**src/rtl/boot_pkg.sv**
```systemverilog
// Shared types and constants for the byte-serial boot loader.
// Checksum stage is built in only with BOOT_LOADER_CSUM_EN defined.
package boot_pkg;

  typedef enum logic [2:0] {
    IDLE,
    CNT_HI,
    CNT_LO,
    DATA,
    CSUM,
    DONE,
    ERROR
  } boot_state_t;

  localparam logic [7:0] SYNC_BYTE_DEF = 8'hA5;
  localparam int BYTES_PER_WORD = 4;

endpackage

```
**src/rtl/boot_word_packer.sv**
```systemverilog
// Packs little-endian bytes into words; word_valid marks the 4th byte.
// word/word_valid are combinational so the caller can register the write.
module boot_word_packer
  import boot_pkg::*;
#(
  parameter int WIDTH = 32
) (
  input  logic             clk,
  input  logic             reset,
  input  logic             clear,
  input  logic             byte_en,
  input  logic [7:0]       rx_byte,
  output logic [WIDTH-1:0] word,
  output logic             word_valid
);

  localparam int LW = $clog2(BYTES_PER_WORD);
  localparam logic [LW-1:0] LAST = LW'(BYTES_PER_WORD - 1);

  logic [LW-1:0]    lane;
  logic [WIDTH-9:0] acc;

  assign word_valid = byte_en && (lane == LAST);
  // Earlier bytes shift down so lane 0 ends up in [7:0].
  assign word = {rx_byte, acc};

  always_ff @(posedge clk or posedge reset) begin
    if (reset) begin
      lane <= '0;
      acc  <= '0;
    end else if (clear) begin
      lane <= '0;
      acc  <= '0;
    end else if (byte_en) begin
      lane <= lane + 1'b1;
      acc  <= {rx_byte, acc[WIDTH-9:8]};
    end
  end

endmodule

```
**src/rtl/boot_loader.sv**
```systemverilog
// Framed byte-serial image loader into instruction memory.
// Optional macro BOOT_LOADER_CSUM_EN adds the trailing XOR checksum byte.
module boot_loader
  import boot_pkg::*;
#(
  parameter int         WIDTH     = 32,
  parameter int         SIZE      = 102,
  parameter logic [7:0] SYNC_BYTE = SYNC_BYTE_DEF
) (
  input  logic             clk,
  input  logic             reset,
  input  logic             rx_valid,
  input  logic [7:0]       rx_data,
  output logic             rx_ready,
  output logic             imem_we,
  output logic [WIDTH-1:0] imem_addr,
  output logic [WIDTH-1:0] imem_wdata,
  output logic             cpu_reset,
  output logic             done,
  output logic             error
);

  boot_state_t      state;
  logic [7:0]       cnt_hi;
  logic [15:0]      count;
  logic [15:0]      word_idx;
  logic [15:0]      cnt_full;
  logic             accept;
  logic             word_valid;
  logic [WIDTH-1:0] word;
`ifdef BOOT_LOADER_CSUM_EN
  logic [7:0]       csum;
`endif

  assign accept   = rx_valid && rx_ready;
  assign cnt_full = {cnt_hi, rx_data};

  boot_word_packer #(
    .WIDTH (WIDTH)
  ) u_packer (
    .clk        (clk),
    .reset      (reset),
    .clear      (state != DATA),
    .byte_en    (accept && (state == DATA)),
    .rx_byte    (rx_data),
    .word       (word),
    .word_valid (word_valid)
  );

  always_ff @(posedge clk or posedge reset) begin
    if (reset) begin
      state      <= IDLE;
      rx_ready   <= 1'b1;
      imem_we    <= 1'b0;
      imem_addr  <= '0;
      imem_wdata <= '0;
      cpu_reset  <= 1'b1;
      done       <= 1'b0;
      error      <= 1'b0;
      cnt_hi     <= '0;
      count      <= '0;
      word_idx   <= '0;
`ifdef BOOT_LOADER_CSUM_EN
      csum       <= '0;
`endif
    end else begin
      imem_we <= 1'b0;
      if (accept) begin
        case (state)
          IDLE: begin
            if (rx_data == SYNC_BYTE) begin
              state <= CNT_HI;
`ifdef BOOT_LOADER_CSUM_EN
              csum  <= '0;
`endif
            end
          end
          CNT_HI: begin
            cnt_hi <= rx_data;
            state  <= CNT_LO;
          end
          CNT_LO: begin
            count    <= cnt_full;
            word_idx <= '0;
            if (cnt_full > 16'(SIZE)) begin
              state    <= ERROR;
              error    <= 1'b1;
              rx_ready <= 1'b0;
            end else if (cnt_full == 16'd0) begin
`ifdef BOOT_LOADER_CSUM_EN
              state     <= CSUM;
`else
              state     <= DONE;
              done      <= 1'b1;
              cpu_reset <= 1'b0;
              rx_ready  <= 1'b0;
`endif
            end else begin
              state <= DATA;
            end
          end
          DATA: begin
`ifdef BOOT_LOADER_CSUM_EN
            csum <= csum ^ rx_data;
`endif
            if (word_valid) begin
              imem_we    <= 1'b1;
              imem_wdata <= word;
              imem_addr  <= WIDTH'({word_idx, 2'b00});
              word_idx   <= word_idx + 16'd1;
              if (word_idx == count - 16'd1) begin
`ifdef BOOT_LOADER_CSUM_EN
                state     <= CSUM;
`else
                state     <= DONE;
                done      <= 1'b1;
                cpu_reset <= 1'b0;
                rx_ready  <= 1'b0;
`endif
              end
            end
          end
`ifdef BOOT_LOADER_CSUM_EN
          CSUM: begin
            rx_ready <= 1'b0;
            if (rx_data == csum) begin
              state     <= DONE;
              done      <= 1'b1;
              cpu_reset <= 1'b0;
            end else begin
              state <= ERROR;
              error <= 1'b1;
            end
          end
`endif
          default: ;
        endcase
      end
    end
  end

endmodule

```
**config.mk**
```make
export PLATFORM = sky130hd
export DESIGN_NAME = boot_loader
export DESIGN_NICKNAME = d
export VERILOG_FILES = /design/src/rtl/boot_pkg.sv /design/src/rtl/boot_word_packer.sv /design/src/rtl/boot_loader.sv
export SDC_FILE = /design/constraint.sdc
export NUM_CORES = 1
export LEC_CHECK = 0
export ABC_AREA = 0
export BUFFER_PORTS_ARGS = -buffer_cell sky130_fd_sc_hd__buf_2
export CORE_ASPECT_RATIO = 0.7
export CORE_MARGIN = 2
export CORE_UTILIZATION = 30
export CTS_CLUSTER_SIZE = 28
export DETAILED_ROUTE_END_ITERATION = 16
export GPL_TIMING_DRIVEN = 0
export PLACE_DENSITY_LB_ADDON = 0.2
export SLEW_MARGIN = 20
export SYNTH_ARGS = -nofsm -noshare
export SYNTH_HDL_FRONTEND = slang
export SYNTH_SLANG_ARGS = --single-unit
```
**constraint.sdc**
```tcl
create_clock -name clk -period 5 [get_ports clk]
set_clock_uncertainty 0.05 [all_clocks]
set_input_delay 1 -clock clk [delete_from_list [all_inputs] [get_ports clk]]
set_output_delay 1 -clock clk [all_outputs]
set_load 0.02 [all_outputs]
```
==> summary.md <==
| Metric | Value |
|---|---|
| Status | finished clean |
| Mapped cell area | 5625 um^2 |
| Final Instance Area | 6972 um^2 |
| Final Net Count | 615 |
| Fraction of the mapped netlist area in adder cells | 0.006673 |
| WHS | 0.4200 ns |
| Switch share | 0.2046 |
| Worst EP required | 5.24 ns |
| Hold-fix buffers, CTS | 0 |
| Port Buf Inserts | 63 |
| Register area share after synthesis | 0.5431 |
| Worst path slowest cell | nor2_1 |
| Clock-pin slew on the worst setup and hold paths | 0.06 ns |
| Met2 WL post-DR | 5412 um |
| # clock sinks | 122 |
| Int Pwr | 1.891 mW |
| Critical Path End Type | register |
| Post-synthesis simple-gate area fraction | 0.1366 |
| Max FO, Critical Path | 10 |
| Ant. Diodes | 0 |
| Post-synthesis xor/xnor area fraction | 0.04359 |
| Final GP Congestion | 0.8283 |
| Area Overhead vs Synth | 23.93% |
| EDFF count, synth | 0 |
| Pre-CTS setup slack | 1.260 ns |
| Actual slew at the worst max-slew pin | 0.9588 ns |
| Die width | 167.7 um |
| P_leak | 3.386 nW |
| Seq pwr share | 0.416 |
| RSZ-0062 raised after global routing | no |
| Vias post-DR | 4036 |
| CP startpoint kind | input port |
| Area of the multi-input gates | 2365 um^2 |
| Compound-cell area share of the yosys netlist | 0.08096 |
| Clock network fraction of total power | 0.560 |
| Routed length per instance | 15.83 um |
| Final Max Tran Viols | 0 |
| Vias per inst | 4.748 |
| Fin util | 0.3828 |
| Critical path's largest stage delay | 0.50 ns |
| Synth async-reset ratio | 1.000 |
| Share of post-route cells with drive strength above 1 | 0.3225 |
| Buf/Inv on CP | 4 |
| Main combinational cell family by area after synthesis | multiplexers |
| Die Area | 19880 um^2 |
| Clock Latency Late Sink | 0.42 ns |
| GR Overflow Total | 0 |
| Syn. warnings | 0 |
| Routed Antenna Nets | 0 |
| H-tree depth | 4 |
| Fillcell total | 1783 |
| Post-cts sizing count | 0 |
| Worst hold-check path type | reg -> reg |
| Post-Route WL | 13450 um |
| CP arrival | 3.48 ns |
| Count leader, synth | dfrtp_1 |
| Initial DRC Count | 249 |
| DRC violations left | 0 |
| Final Cycle Share | 0.6483 |
| Final Critical Period | 3.242 ns |
| Critical setup path kind | in -> reg |
| Die H | 118.6 um |
| Crit-path cells | buf_2, and2_1, clkbuf_1, nand3_1, nor2_1, clkbuf_1, buf_1, nor2_1 |
| Hold violation count in the final report | 0 |
| Core area | 18210 um^2 |
| Drt first pass iters | 4 |
| Vias in the first global route | 3987 |
| Mapped Cells | 503 |
| Largest net degree at the start of global routing | 74 |
| Rows | 41 |
| Slew margin rel. | 0.3592 |
| Clock Tree Buf Depth | 2 |
| Register area | 3055 um^2 |
| Top Layer Used | met4 |
| Number of max-cap violations | 0 |
| Synth top cells by count | dfrtp_1 (120), mux2_2 (70), nand2_1 (63) |
| Logic gate share of total power | 0.025 |
| Unique cell type count in the Yosys netlist | 58 |
| Initial antenna violation count | 0 |
| Worst path top cell family by delay | buffers and inverters |
| Clock Tree Root | clkbuf_16 |
| Placed Instance Area | 6325 um^2 |
| Boundary pin count | 80 |
| Top FF cell, synth | dfrtp_1 |
| TritonCTS clock tree | done |
| Post-synth top area share | 0.5338 |
| Seq cells post-synth | 122 |
| TritonCTS Buffers | 17 |
| Mux cell area share after synthesis | 0.1419 |
| Count of final setup violators | 0 |
| Post-CTS setup buffers | 0 |
| First-pass GRT wire length | 22210 um |
| Yosys top cell by area | dfrtp_1 |
| Met3 wire len | 665 um |
| DPL Wire Length | 9733 um |
| Final WS setup | 1.758 ns |
| F_max | 308.5 MHz |
| Met1 Wirelength | 7188 um |
| Area contributors post-synth | dfrtp_1 (53%), mux2_2 (14%), nand2_1 (4.2%) |
| Syn avg cell area | 11.18 um^2 |
| Pwr/cell area | 341.1 nW/um^2 |
| Setup TNS | 0 ns |
| Initial Util | 0.3089 |
| Overall Global Routing Usage | 0.1450 |
| VDD IR-drop max | 0.0002489 V |
| P_sw | 0.4865 mW |
[cell families after synthesis]
| logic type | Yosys count |
|---|---|
| AO/OA/AOI/OAI | 72 |
| multiplexers | 71 |
| XOR/XNOR | 28 |
| AND/OR/NAND/NOR | 156 |
| buffers and inverters | 50 |
| adder cells (fa/ha/maj) | 3 |
| other | 1 |
| flip-flops | 122 |
[state kept, by name (all words and copies together) (netlist names)]
signal / cells
count: 16
rx_ready: 1
cpu_reset: 1
u_packer.lane: 2
word_idx: 16
done: 1
imem_addr: 16
imem_wdata: 32
imem_we: 1
state: 3
cnt_hi: 8
error: 1
u_packer.acc: 24
[worst register-to-register path, cell delays in order, from the launching register on]
cell      delay, ns
dfstp_2        0.56
and2_1         0.13
clkbuf_1       0.37
nand3_1        0.37
nor2_1         0.50
clkbuf_1       0.50
buf_1          0.42
nor2_1         0.10
[metrics by stage]
step / power, mW / cells
floorplan: 1.043 / 518
global placement: 1.061 / 817
detailed placement: 1.065 / 818
CTS: 2.408 / 850
global route: 2.463 / 850
finish: 2.378 / 850
[area by class of cell]
cell class | instances | share of cell area
Sequential cell | 122 | 0.4383
Multi-Input combinational cell | 346 | 0.3392
Clock buffer | 22 | 0.06945
Timing Repair Buffer | 64 | 0.04917
Tap cell | 236 | 0.04235
Buffer | 43 | 0.03374
Clock inverter | 10 | 0.02333
Inverter | 7 | 0.004487
[layout by cell type, fill, tap and decap left out, types with 3 or more instances in the layout]
cell and count:
or3_1 5, buf_1 3, clkbuf_1 19, nand3_1 14, buf_4 16, nor2b_1 4, nand3b_1 3, clkbuf_16 17
and2_1 3, a21oi_1 33, dfrtp_1 120, nor3_1 9, nor2_1 25, conb_1 16, a21o_1 4, nand2_1 63
inv_1 6, o21ai_0 10, xnor2_1 15, o211ai_1 3, nor4_1 6, clkbuf_8 4, mux2_2 70, buf_2 68
a31oi_1 3, bufinv_16 4, nand4_1 6, ha_1 3, xor2_1 13, and3_1 5
[final timing paths]
kind	start	end	slack [ns]	depth (start not counted)
max	rx_valid	word_idx[14]$_DFFE_PP0P_	1.76	8
min reg2reg	cpu_reset$_DFFE_PP1P_	cpu_reset$_DFFE_PP1P_	0.42	2
max in group asynchronous	reset	rx_ready$_DFFE_PP1P_	3.57	3
min in group asynchronous	reset	imem_addr[9]$_DFFE_PP0P_	0.57	2
min	cpu_reset$_DFFE_PP1P_	cpu_reset$_DFFE_PP1P_	0.42	2
max reg2reg	rx_ready$_DFFE_PP1P_	word_idx[14]$_DFFE_PP0P_	1.88	7
[per-layer routing]
layer  vias up  GRT usage
li1       1929          -
met1      1988     0.2226
met2       106     0.1924
met3        13    0.03282
met4         0    0.06033
met5         -          0
[power groups by stage]
stage                     logic (mW)  registers [mW]  clock network, mW
after floorplan               0.0375            1.01                  0
after global placement        0.0553            1.01                  0
after detailed placement      0.0598            1.01                  0
after CTS                     0.0599           0.988               1.36
after global routing          0.0662           0.987               1.41
final                         0.0585           0.988               1.33
Note: power is estimated with default switching activity, not from simulation.
